$ cat config.mk
export PLATFORM = sky130hd
export DESIGN_NAME = inst_mem_loader
export DESIGN_NICKNAME = d
export VERILOG_FILES = /design/src/rtl/inst_mem_loader_pkg.sv /design/src/rtl/ldr_checksum.sv /design/src/rtl/inst_mem_loader.sv
export SDC_FILE = /design/constraint.sdc
export NUM_CORES = 1
export LEC_CHECK = 0
export CAP_MARGIN = 10
export CORE_MARGIN = 1.5
export CORE_UTILIZATION = 67
export DETAILED_ROUTE_END_ITERATION = 8
export DONT_BUFFER_PORTS = 1
export GPL_ROUTABILITY_DRIVEN = 0
export MAX_ROUTING_LAYER = met4
export PLACE_DENSITY = 0.8
export RECOVER_POWER = 25
export REMOVE_ABC_BUFFERS = 1
export SLEW_MARGIN = 25
export SYNTH_ARGS = -nofsm -noshare
export SYNTH_HDL_FRONTEND = slang
export SYNTH_HIERARCHICAL = 1
export SYNTH_SLANG_ARGS = --single-unit
$ cat constraint.sdc
create_clock -name clk -period 4.8 [get_ports clk]
set_input_delay 0.96 -clock clk [delete_from_list [all_inputs] [get_ports clk]]
set_output_delay 0.96 -clock clk [all_outputs]
set_load 0.1 [all_outputs]
$ cat src/rtl/inst_mem_loader_pkg.sv
// rtl/inst_mem_loader_pkg.sv - shared types and constants for the instruction memory loader
//
// Purpose: loader FSM state encoding, stream framing sizes, and the RAM
// capacity helper used to reject oversize word counts.
package inst_mem_loader_pkg;

  typedef enum logic [2:0] {
    S_IDLE,
    S_CNT_HI,
    S_CNT_LO,
    S_W_HI,
    S_W_LO,
    S_CHECK,
    S_DONE,
    S_ERR
  } ldr_state_e;

  // Stream framing: big-endian word count up front, one XOR byte at the end.
  localparam int COUNT_BYTES = 2;
  localparam int CKSUM_BYTES = 1;

  // Number of instruction words the RAM can hold.
  function automatic int unsigned max_words(input int unsigned depth_log2);
    return 32'd1 << depth_log2;
  endfunction

endpackage

$ cat src/rtl/ldr_checksum.sv
// rtl/ldr_checksum.sv - 8-bit running XOR over the instruction bytes of a load
//
// Purpose: accumulates the XOR of every enabled byte; clear restarts it at 0.
// Ports:
//   clk_i    system clock, rising edge
//   rst_i    synchronous, active-high reset
//   clear_i  restart the sum at zero (wins over en_i)
//   en_i     fold byte_i into the sum this cycle
//   byte_i   stream byte
//   sum_o    current XOR of all bytes folded in since the last clear
module ldr_checksum (
  input  logic       clk_i,
  input  logic       rst_i,
  input  logic       clear_i,
  input  logic       en_i,
  input  logic [7:0] byte_i,
  output logic [7:0] sum_o
);

  logic [7:0] sum_q;
  logic [7:0] sum_d;

  always_comb begin
    sum_d = sum_q;
    if (clear_i) begin
      sum_d = 8'h00;
    end else if (en_i) begin
      sum_d = sum_q ^ byte_i;
    end
  end

  always_ff @(posedge clk_i) begin
    if (rst_i) begin
      sum_q <= 8'h00;
    end else begin
      sum_q <= sum_d;
    end
  end

  assign sum_o = sum_q;

endmodule

$ cat src/rtl/inst_mem_loader.sv
// rtl/inst_mem_loader.sv - byte-stream program loader for the writable instruction RAM
//
// Purpose: accepts a framed byte stream (count, words high byte first, XOR
// checksum), writes each word at its even byte address and stalls the CPU
// while loading or after a failed load.
// Ports:
//   clk        system clock, rising edge
//   rst        synchronous, active-high reset
//   start      one-cycle pulse, begins a load from IDLE or ERR
//   in_valid   in_data holds a byte
//   in_data    stream byte
//   in_ready   loader accepts a byte this cycle (decoded from state)
//   wr_en      instruction RAM write strobe
//   wr_addr    byte address of the word, always even
//   wr_data    instruction word
//   busy       load in progress
//   done       one-cycle pulse after a successful load
//   err        failure flag, held until the next load starts or reset
//   cpu_stall  hold the processor PC
module inst_mem_loader
  import inst_mem_loader_pkg::*;
#(
  parameter int INST_WIDTH = 16,
  parameter int DEPTH_LOG2 = 8
) (
  input  logic                  clk,
  input  logic                  rst,
  input  logic                  start,
  input  logic                  in_valid,
  input  logic [7:0]            in_data,
  output logic                  in_ready,
  output logic                  wr_en,
  output logic [INST_WIDTH-1:0] wr_addr,
  output logic [INST_WIDTH-1:0] wr_data,
  output logic                  busy,
  output logic                  done,
  output logic                  err,
  output logic                  cpu_stall
);

  ldr_state_e state_q, state_d;

  logic [7:0]            cnt_hi_q, cnt_hi_d;
  logic [7:0]            hi_q, hi_d;
  logic [DEPTH_LOG2:0]   n_q, n_d;
  logic [DEPTH_LOG2:0]   idx_q, idx_d;
  logic                  wr_en_q, wr_en_d;
  logic [INST_WIDTH-1:0] wr_addr_q, wr_addr_d;
  logic [INST_WIDTH-1:0] wr_data_q, wr_data_d;
  logic                  busy_q, busy_d;
  logic                  done_q, done_d;
  logic                  err_q, err_d;
  logic                  stall_q, stall_d;

  logic [15:0] count_full;
  logic        cs_clear;
  logic        cs_en;
  logic [7:0]  cs_sum;

  assign count_full = {cnt_hi_q, in_data};

  ldr_checksum u_checksum (
    .clk_i   (clk),
    .rst_i   (rst),
    .clear_i (cs_clear),
    .en_i    (cs_en),
    .byte_i  (in_data),
    .sum_o   (cs_sum)
  );

  // Next-state, datapath updates and in_ready decode. In every byte-taking
  // state in_ready is 1, so in_valid alone marks an accepted byte there.
  always_comb begin
    state_d   = state_q;
    cnt_hi_d  = cnt_hi_q;
    hi_d      = hi_q;
    n_d       = n_q;
    idx_d     = idx_q;
    wr_en_d   = 1'b0;
    wr_addr_d = wr_addr_q;
    wr_data_d = wr_data_q;
    cs_clear  = 1'b0;
    cs_en     = 1'b0;
    in_ready  = 1'b0;

    case (state_q)
      S_IDLE, S_ERR: begin
        if (start) begin
          state_d  = S_CNT_HI;
          idx_d    = '0;
          cs_clear = 1'b1;
        end
      end
      S_CNT_HI: begin
        in_ready = 1'b1;
        if (in_valid) begin
          cnt_hi_d = in_data;
          state_d  = S_CNT_LO;
        end
      end
      S_CNT_LO: begin
        in_ready = 1'b1;
        if (in_valid) begin
          if (32'(count_full) > max_words(DEPTH_LOG2)) begin
            state_d = S_ERR;
          end else if (count_full == 16'h0000) begin
            state_d = S_CHECK;
          end else begin
            n_d     = count_full[DEPTH_LOG2:0];
            state_d = S_W_HI;
          end
        end
      end
      S_W_HI: begin
        in_ready = 1'b1;
        if (in_valid) begin
          hi_d    = in_data;
          cs_en   = 1'b1;
          state_d = S_W_LO;
        end
      end
      S_W_LO: begin
        in_ready = 1'b1;
        if (in_valid) begin
          wr_en_d   = 1'b1;
          wr_addr_d = INST_WIDTH'(idx_q) << 1;
          wr_data_d = INST_WIDTH'({hi_q, in_data});
          idx_d     = idx_q + 1'b1;
          cs_en     = 1'b1;
          // idx_d now counts words written; equal to N means that was the last.
          state_d   = (idx_d == n_q) ? S_CHECK : S_W_HI;
        end
      end
      S_CHECK: begin
        in_ready = 1'b1;
        if (in_valid) begin
          state_d = (in_data == cs_sum) ? S_DONE : S_ERR;
        end
      end
      S_DONE: begin
        state_d = S_IDLE;
      end
      default: begin
        state_d = S_IDLE;
      end
    endcase
  end

  // Status outputs are registered from the next state so they track the
  // state register exactly, with no decode glitches at the ports.
  always_comb begin
    busy_d  = (state_d == S_CNT_HI) || (state_d == S_CNT_LO) ||
              (state_d == S_W_HI)   || (state_d == S_W_LO)   ||
              (state_d == S_CHECK);
    done_d  = (state_d == S_DONE);
    err_d   = (state_d == S_ERR);
    stall_d = busy_d || err_d;
  end

  always_ff @(posedge clk) begin
    if (rst) begin
      state_q   <= S_IDLE;
      cnt_hi_q  <= 8'h00;
      hi_q      <= 8'h00;
      n_q       <= '0;
      idx_q     <= '0;
      wr_en_q   <= 1'b0;
      wr_addr_q <= '0;
      wr_data_q <= '0;
      busy_q    <= 1'b0;
      done_q    <= 1'b0;
      err_q     <= 1'b0;
      stall_q   <= 1'b0;
    end else begin
      state_q   <= state_d;
      cnt_hi_q  <= cnt_hi_d;
      hi_q      <= hi_d;
      n_q       <= n_d;
      idx_q     <= idx_d;
      wr_en_q   <= wr_en_d;
      wr_addr_q <= wr_addr_d;
      wr_data_q <= wr_data_d;
      busy_q    <= busy_d;
      done_q    <= done_d;
      err_q     <= err_d;
      stall_q   <= stall_d;
    end
  end

  assign wr_en     = wr_en_q;
  assign wr_addr   = wr_addr_q;
  assign wr_data   = wr_data_q;
  assign busy      = busy_q;
  assign done      = done_q;
  assign err       = err_q;
  assign cpu_stall = stall_q;

endmodule
==> results of run 1 <==
[per-stage QoR]
step | hold WS (ps) | power, uW | setup WS (ps)
3_5_place_dp | 440.1 | 793.9 | 2230
5_1_grt | 480.6 | 1313 | 970.4
4_1_cts | 451.8 | 1278 | 1965
6_report | 455.2 | 1270 | 1413
3_3_place_gp | 434.0 | 789.6 | 2172
2_1_floorplan | 426.0 | 775.4 | 910.6
[state kept, by name, summed over array words and instances (netlist names), 3 cells and up]
register,count
state_q,3
idx_q,9
hi_q,8
wr_addr,9
cnt_hi_q,8
u_checksum/sum_o,8
n_q,9
wr_data,16
[area by class of cell]
class                      instances  area (um2)
clock buffer                       9       123.9
clock inverter                     7       76.32
fill                             389        1428
inverter                           5       18.77
multi-input combinational        300        1795
sequential                        75        1501
tap                               70       87.58
timing repair buffer               2       11.26
[cells in the mapped netlist, drive strengths merged]
master,count,area (um2)
nand2,76,292.8
dfxtp,75,1501
a21oi,59,302.8
nor2,37,138.9
mux2i,18,180.2
buf,16,116.4
clkbuf,15,76.33
nand3b,12,90.09
xnor2,12,105.1
nor3,10,77.57
xor2,9,78.83
a21bo,8,80.08
o21ai,8,40.04
nand3,6,40.04
nor4,6,73.82
inv,5,18.77
nand4,4,25.02
nor3b,3,33.78
o22ai,3,18.77
o31ai,3,22.52
a21boi,2,18.77
a21o,2,16.27
nand2b,2,12.51
or3,2,12.51
a211o,1,8.760
a211oi,1,7.510
a31o,1,8.760
a32o,1,10.01
and2,1,6.260
and4,1,10.01
and4bb,1,12.51
conb,1,3.750
ha,1,12.51
nor2b,1,6.260
o221ai,1,8.760
or2,1,6.260
[worst register-to-register path, cell delays in order (launching register included)]
cell and delay [ps]:
sky130_fd_sc_hd__dfxtp_1 660, sky130_fd_sc_hd__nor3b_4 130, sky130_fd_sc_hd__nand2_1 90, sky130_fd_sc_hd__clkbuf_1 1190
sky130_fd_sc_hd__nand2_1 750, sky130_fd_sc_hd__a21bo_2 390, sky130_fd_sc_hd__a21oi_1 110
[cell usage in the layout (no fill, tap or decap), drive strengths merged, types with 3 or more instances in the layout]
cell    synthesis  layout
nand3b         12      12
nor3           10      10
nor3b           3       3
o31ai           3       3
nor2           37      37
o22ai           3       3
nand3           6       6
conb            1       7
mux2i          18      18
clkbuf         15      10
nor4            6       6
dfxtp          75      75
o21ai           8       8
a21bo           8       8
nand2          76      76
inv             5       7
a21oi          59      59
xnor2          12      12
nand4           4       4
xor2            9       9
[per-layer routing]
| layer | up-vias | GRT usage | wire (um) |
|---|---|---|---|
| met5 | - | - | 0 |
| met3 | 11 | 0.07229 | 460 |
| met4 | 0 | 0.1152 | 97 |
| li1 | 1341 | - | - |
| met1 | 1261 | 0.3398 | 3103 |
| met2 | 89 | 0.4081 | 3298 |
[power by group]
group          internal (uW)  leakage (uW)  switching, uW
clock network            243     0.0000962            246
registers                633      0.000606           35.9
logic                   34.1      0.000624           76.8
[kinds of logic (layout without fill, tap and decap cells)]
logic type,Yosys count,after routing,synth area share
simple gates,163,163,0.2413
buf+inv,36,23,0.06086
other cells,1,7,0.001079
flops,75,75,0.4321
compound gates,90,90,0.1563
mux,18,18,0.05185
fa+ha+maj,1,1,0.003600
xor+xnor,21,21,0.05294
[how the worst min path moves through the flow]
stage	depth (start not counted)	endpoint
floorplan	2	wr_data[10]
global placement	2	wr_data[13]
detailed placement	2	wr_data[15]
CTS	2	wr_data[15]
global route	2	hi_q[1]
finish	2	wr_data[15]
==> results.sh, run 1 <==
export IMPL_status="complete, but fails checks"
export IMPL_violations_in_the_final_reports="capacitance limit, slew limit"
export IMPL_maximum_number_of_pins_on_one_net_before_global_route_repair=67
export IMPL_crit_start="state_q[1]"
export IMPL_timing_critical_path_cells="nor3b_4 -> nand2_1 -> clkbuf_1 -> nand2_1 -> a21bo_2 -> a21oi_1"
export IMPL_finalNonFillerCells=468
export IMPL_timing_fmax_ghz=0.2953
export IMPL_holdCritPathClass="reg2reg"
export IMPL_utilization=0.7169
export IMPL_floorplan_rows=26
export IMPL_total_leakage_power_uw=0.001326
export IMPL_synth_cell_area_um2=3475
export IMPL_r2r_slack_ps=1410
export IMPL_critPathMostFrequentCell="sky130_fd_sc_hd__nand2_1"
export IMPL_max_clock_path_buffers=2
export IMPL_first_pass_grt_wire_length_mm=10.92
export IMPL_finalCriticalPeriod_ps=3387
export IMPL_total_clock_sinks=75
export IMPL_detail_route_drc_violations=0
export IMPL_worstHoldStart="hi_q[7]"
export IMPL_arrival_ps=3670
export IMPL_place_port_buffers=0
export IMPL_antenna_found_initial=0
export IMPL_dieHeight_um=75.02
export IMPL_clock_insertion_delay_worst_skew_ps=350
export IMPL_cts_htree_levels=3
export IMPL_cp_num_buf_inv=1
export IMPL_worst_setup_path_start_kind="flop"
export IMPL_io_pin_count=50
export IMPL_synth_seq_cells=75
export IMPL_tritoncts="done"
export IMPL_synth_sequential_area_ratio=0.4321
export IMPL_unrepaired_setup_endpoints_after_global_routing="no"
export IMPL_floorplan_initialDensity=0.6891
export IMPL_timing_critical_path_slowest_stage_cell="sky130_fd_sc_hd__clkbuf_1"
export IMPL_powerDensity_nw_per_um2=351.2
export IMPL_drt_wirelength_per_cell_um=14.87
export IMPL_synth_warning_count=6
export IMPL_worst_slew_pin_transition_ps=1657
export IMPL_dieArea_um2=5627
export IMPL_finalNetCount=406
export IMPL_finalHoldViolations=0
export IMPL_grt_pass1_vias=2384
export IMPL_timing_setup_tns_ps=0
export IMPL_cts_made_buffers=9
export IMPL_worst_path_dominant_cell_family="buffers and inverters"
export IMPL_delay_contributed_by_the_slowest_stage_of_the_critical_path_ps=1190
export IMPL_setup_worst_path_end="u_checksum/sum_o[1]"
export IMPL_antenna_cells=0
export IMPL_clk_pin_slew_ps=80
export IMPL_cap_viol_max_count=1
export IMPL_number_of_cells_in_the_design_after_placement=452
export IMPL_ctsHoldBuffers=0
export IMPL_finalSetupViolations=0
export IMPL_report_final_slew_viol_count=39
export IMPL_worst_r2r_path_depth=6
export IMPL_synth_distinct_cells=51
export IMPL_x_dimension_of_the_die_um=75.02
export IMPL_worst_reg2reg_path_startpoint="state_q[1]"
export IMPL_cts_root_buffer_cell="sky130_fd_sc_hd__clkbuf_8"
export IMPL_coreArea_um2=5042
export IMPL_detail_route_first_pass_iterations=4
export IMPL_grt_remaining_overflow=0
export IMPL_layout_drive_gt1_share=0.1005
export IMPL_syn_avg_cell_area_um2=8.579
export IMPL_finalInstanceArea_um2=3615
export IMPL_crit_path_max_fanout=38
export IMPL_drt_wl_total_mm=6.960
export IMPL_worstSetupPathType="reg2reg"
export IMPL_hpwl_mm=4.549
export IMPL_clock_skew_final_ps=7.996
export IMPL_relSlewSlack=-0.1049
export IMPL_final_min_period_over_clock_period=0.7056
export IMPL_num_vias=2702
export IMPL_element_type_at_the_critical_path_end="flop"
export IMPL_cts_post_setup_buffers_inserted=0
export IMPL_areaGrowthSynthToFinish_pct=4.033
export IMPL_worst_endpoint_required_ps=5080
export IMPL_timing_critical_path_depth=6
export IMPL_detail_route_antenna_nets=0
export IMPL_drt_initial_drc_count=202
export IMPL_resized_cells_post_cts=0
export IMPL_r2r_end="u_checksum/sum_o[1]"
export IMPL_place_area_um2=3418
export IMPL_vdd_ir_drop_max_uv=261.6
export IMPL_postSynthCellCount=405
export IMPL_vias_per_cell=5.774
export IMPL_globalRouteTotalUtil=0.2697
Power figures use the tool's default switching activity.
==> run 2, diff against run 1 <==
Settings changed: CORE_UTILIZATION 67 to 57, PLACE_DENSITY 0.8 to 0.72.
Clock period 4.8 ns to 3.1 ns, I/O delays scaled along.
==> results.sh, run 2 (synthesized netlist as in run 1, its figures left out) <==
export IMPL_finalCriticalPeriod_ps=2272
export IMPL_relSlewSlack=0.3458
export IMPL_element_type_at_the_critical_path_end="flop"
export IMPL_ctsHoldBuffers=0
export IMPL_tritoncts="done"
export IMPL_first_pass_grt_wire_length_mm=12.03
export IMPL_globalRouteTotalUtil=0.2484
export IMPL_drt_wirelength_per_cell_um=15.29
export IMPL_hpwl_mm=4.672
export IMPL_detail_route_antenna_nets=0
export IMPL_detail_route_drc_violations=0
export IMPL_dieHeight_um=81.08
export IMPL_powerDensity_nw_per_um2=540.2
export IMPL_finalInstanceArea_um2=3605
export IMPL_io_pin_count=50
export IMPL_timing_fmax_ghz=0.4402
export IMPL_layout_drive_gt1_share=0.1003
export IMPL_r2r_slack_ps=830
export IMPL_cts_root_buffer_cell="sky130_fd_sc_hd__clkbuf_8"
export IMPL_vias_per_cell=5.612
export IMPL_drt_initial_drc_count=181
export IMPL_arrival_ps=2530
export IMPL_most_common_layout_cells="sky130_fd_sc_hd__nand2_1, sky130_fd_sc_hd__dfxtp_1, sky130_fd_sc_hd__a21oi_1, sky130_fd_sc_hd__nor2_1, sky130_fd_sc_hd__mux2i_1"
export IMPL_drt_wl_total_mm=7.247
export IMPL_status="completed"
export IMPL_report_final_slew_viol_count=0
export IMPL_cts_made_buffers=9
export IMPL_cts_post_setup_buffers_inserted=0
export IMPL_final_min_period_over_clock_period=0.7329
export IMPL_ff_latch_area_um2=1501
export IMPL_areaGrowthSynthToFinish_pct=3.745
export IMPL_grt_remaining_overflow=0
export IMPL_num_vias=2660
export IMPL_place_port_buffers=0
export IMPL_final_fill_count=535
export IMPL_multi_input_area_um2=1777
export IMPL_grt_busiest_layer="met2"
export IMPL_grt_use_met1=0.3092
export IMPL_grt_met3_usage=0.06854
export IMPL_clk_pin_slew_ps=70
export IMPL_largest_register_ffs=16
export IMPL_floorplan_rows=28
export IMPL_clock_insertion_delay_worst_skew_ps=340
export IMPL_unrepaired_setup_endpoints_after_global_routing="no"
export IMPL_finalPower_uw=1947
export IMPL_worst_setup_path_start_kind="flop"
export IMPL_antenna_cells=0
export IMPL_clock_skew_final_ps=6.400
export IMPL_detail_route_first_pass_iterations=5
export IMPL_finalSetupViolations=0
export IMPL_total_leakage_power_uw=0.001330
export IMPL_grt_pass1_vias=2487
export IMPL_coreArea_um2=5886
export IMPL_total_clock_sinks=75
export IMPL_dieArea_um2=6573
export IMPL_finalHoldViolations=0
export IMPL_x_dimension_of_the_die_um=81.08
export IMPL_cts_htree_levels=3
export IMPL_cap_viol_max_count=0
export IMPL_worst_slew_pin_transition_ps=979.9
export IMPL_antenna_found_initial=0
export IMPL_global_route_usage_met2=0.3842
export IMPL_place_area_um2=3425
export IMPL_worstSetupPathType="reg2reg"
export IMPL_resized_cells_post_cts=0
export IMPL_worst_endpoint_required_ps=3360
export IMPL_vdd_ir_drop_max_uv=392.8
export IMPL_finalNetCount=407
export IMPL_floorplan_initialDensity=0.5903
export IMPL_max_clock_path_buffers=2
export IMPL_crit_path_max_fanout=16
export IMPL_holdCritPathClass="in2reg"
export IMPL_maximum_number_of_pins_on_one_net_before_global_route_repair=67
==> run 2: final timing paths <==
check | depth (start not counted) | start | to
worst max register to register | 5 | state_q[1] | u_checksum/sum_o[7]
worst min register to register | 2 | hi_q[0] | hi_q[0]
worst max-delay path | 5 | state_q[1] | u_checksum/sum_o[7]
worst min-delay path | 1 | rst | cnt_hi_q[5]
==> run 2: critical path, cell delays in order (launching register included) <==
cell and delay (ps):
sky130_fd_sc_hd__dfxtp_1 620, sky130_fd_sc_hd__nor2b_1 320, sky130_fd_sc_hd__nand3_1 340, sky130_fd_sc_hd__nand2_1 530, sky130_fd_sc_hd__nand3b_1 170, sky130_fd_sc_hd__a21oi_1 210
==> run 2: metrics by stage <==
stage | std cells | util | hold WS, ps | TNS, ps | worst slack, ps
after CTS | 474 | 0.6148 | 329.2 | 0 | 804.4
after floorplan | 380 | - | 426.0 | -449.4 | -449.4
after global placement | 458 | 0.5818 | 440.4 | 0 | 937.7
after global routing | 474 | 0.6125 | 323.8 | 0 | 588.8
after detailed placement | 458 | 0.5818 | 440.5 | 0 | 887.1
final | 474 | 0.6125 | 346.4 | 0 | 828.1
==> run 2: routing by layer <==
layer	vias up	wire length (um)	part of all wire
met2	67	3405	0.47
met4	0	138	0.019
met1	1234	3343	0.46
met5	-	0	0
li1	1345	-	-
met3	14	361	0.050
==> run 2: where the power goes <==
group	internal, uW	switching (uW)	total (uW)
Combinational	53.0	121	174
Sequential	981	54.4	1040
Clock	373	364	738
Total	1410	540	1950
==> run 2: area by class of cell <==
class                           count  area share
Multi-Input combinational cell    300      0.4929
Clock buffer                       10     0.03540
Sequential cell                    75      0.4165
Inverter                            5    0.005207
Timing Repair Buffer                3    0.005554
Tap cell                           75     0.02603
Clock inverter                      6     0.01840
==> run 3, diff against run 2 <==
Settings changed: CORE_UTILIZATION 57 to 63, PLACE_DENSITY 0.72 to 0.76.
Clock period 3.1 ns to 2.4 ns, I/O delays scaled along.
==> results.sh, run 3 (synthesized netlist as in run 1, its figures left out) <==
export IMPL_first_pass_grt_wire_length_mm=12.83
export IMPL_vdd_ir_drop_max_uv=500.5
export IMPL_multi_input_area_um2=1788
export IMPL_worst_setup_path_start_kind="flop"
export IMPL_worst_reg2reg_path_startpoint="idx_q[0]"
export IMPL_worstHoldStart="rst"
export IMPL_final_min_period_over_clock_period=0.8935
export IMPL_clk_pin_slew_ps=80
export IMPL_layout_drive_gt1_share=0.1218
export IMPL_cts_made_buffers=9
export IMPL_r2r_slack_ps=330
export IMPL_resized_cells_post_cts=0
export IMPL_clock_insertion_delay_worst_skew_ps=360
export IMPL_drt_wl_total_mm=7.351
export IMPL_r2r_end="state_q[1]"
export IMPL_worst_endpoint_required_ps=1920
export IMPL_most_common_layout_cells="sky130_fd_sc_hd__nand2_1, sky130_fd_sc_hd__dfxtp_1, sky130_fd_sc_hd__a21oi_1, sky130_fd_sc_hd__nor2_1, sky130_fd_sc_hd__clkbuf_1"
export IMPL_cap_viol_max_count=0
export IMPL_fin_worst_hold_slack_ps=179.6
export IMPL_arrival_ps=1660
export IMPL_areaGrowthSynthToFinish_pct=8.931
export IMPL_element_type_at_the_critical_path_end="output port"
export IMPL_finalHoldViolations=0
export IMPL_timing_fmax_ghz=0.4664
export IMPL_clock_skew_final_ps=8.646
export IMPL_num_vias=2835
export IMPL_max_clock_path_buffers=2
export IMPL_ctsHoldBuffers=0
export IMPL_dieHeight_um=77.27
export IMPL_worst_slew_pin_transition_ps=1236
export IMPL_grt_remaining_overflow=0
export IMPL_holdCritPathClass="in2reg"
export IMPL_tritoncts="done"
export IMPL_x_dimension_of_the_die_um=77.27
export IMPL_crit_path_max_fanout=13
export IMPL_finalCriticalPeriod_ps=2144
export IMPL_total_leakage_power_uw=0.001413
export IMPL_total_clock_sinks=75
export IMPL_antenna_cells=0
export IMPL_worst_hold_path_num_cells=1
export IMPL_vias_per_cell=5.614
export IMPL_cts_htree_levels=3
export IMPL_m1WireLength_mm=3.218
export IMPL_drt_wirelength_per_cell_um=14.56
export IMPL_drt_initial_drc_count=279
export IMPL_floorplan_rows=26
export IMPL_finalSetupViolations=0
export IMPL_grt_pass1_vias=2739
export IMPL_floorplan_initialDensity=0.6675
export IMPL_place_area_um2=3689
export IMPL_highest_layer="met4"
export IMPL_met3_wirelength_um=574
export IMPL_detail_route_drc_violations=0
export IMPL_largest_register_ffs=16
export IMPL_worstHoldEndpoint="wr_data[11]"
export IMPL_hpwl_mm=4.964
export IMPL_powerDensity_nw_per_um2=666.5
export IMPL_globalRouteTotalUtil=0.2804
export IMPL_wl_met2_mm=3.452
export IMPL_maximum_number_of_pins_on_one_net_before_global_route_repair=67
export IMPL_place_port_buffers=0
export IMPL_finalNetCount=443
export IMPL_detail_route_antenna_nets=0
export IMPL_worst_r2r_path_depth=7
export IMPL_relSlewSlack=0.1759
export IMPL_detail_route_first_pass_iterations=4
export IMPL_report_final_slew_viol_count=0
export IMPL_cts_post_setup_buffers_inserted=0
export IMPL_ff_latch_area_um2=1501
export IMPL_final_fill_count=430
export IMPL_cts_root_buffer_cell="sky130_fd_sc_hd__clkbuf_8"
export IMPL_unrepaired_setup_endpoints_after_global_routing="no"
export IMPL_status="completed"
export IMPL_antenna_found_initial=0
export IMPL_dieArea_um2=5970
export IMPL_coreArea_um2=5205
export IMPL_finalInstanceArea_um2=3785
export IMPL_io_pin_count=50
export IMPL_worstSetupPathType="reg2out"
-- run 3: area by class of cell --
cell class              count  area share
repair buffers             39     0.05190
well taps                  70     0.02314
clock buffers               9     0.03273
inverters                   5    0.004959
flip-flops and latches     75      0.3967
multi-input cells         300      0.4724
clock inverters             7     0.01818
-- run 3: through the flow --
step	power (uW)	setup TNS [ps]	worst slack, ps	cells	utilization
after floorplan	1551	-1009	-1009	380	-
final	2523	0	255.7	505	0.7272
after global placement	1599	0	477.8	489	0.7087
after global routing	2614	0	164.0	505	0.7272
after CTS	2544	0	250.3	505	0.7457
after detailed placement	1602	0	374.3	489	0.7087
-- run 3: per-layer routing --
| metal | global-route usage | vias up |
|---|---|---|
| li1 | - | 1419 |
| met1 | 0.3645 | 1304 |
| met2 | 0.4167 | 102 |
| met3 | 0.05833 | 10 |
| met4 | 0.1327 | 0 |
| met5 | - | - |
-- run 3: worst max path at each step --
stage | startpoint | end | slack (ps) | depth (start not counted)
6_report | state_q[1] | in_ready | 260 | 3
5_1_grt | idx_q[0] | state_q[1] | 160 | 7
4_1_cts | state_q[1] | in_ready | 250 | 3
3_5_place_dp | idx_q[0] | state_q[1] | 370 | 7
3_3_place_gp | idx_q[0] | state_q[1] | 480 | 7
2_1_floorplan | state_q[1] | in_ready | -1010 | 2
-- run 3: worst max-delay path: stages (launching register included) --
cell                       delay (ps)
sky130_fd_sc_hd__dfxtp_1          470
sky130_fd_sc_hd__or3_1            430
sky130_fd_sc_hd__a21boi_2         160
sky130_fd_sc_hd__buf_4            250
-- run 3: where the power goes --
part / total, uW / switching [uW] / internal, uW
Combinational: 279 / 204 / 75.0
Clock: 954 / 478 / 476
Sequential: 1290 / 23.1 / 1270
Total: 2520 / 705 / 1820
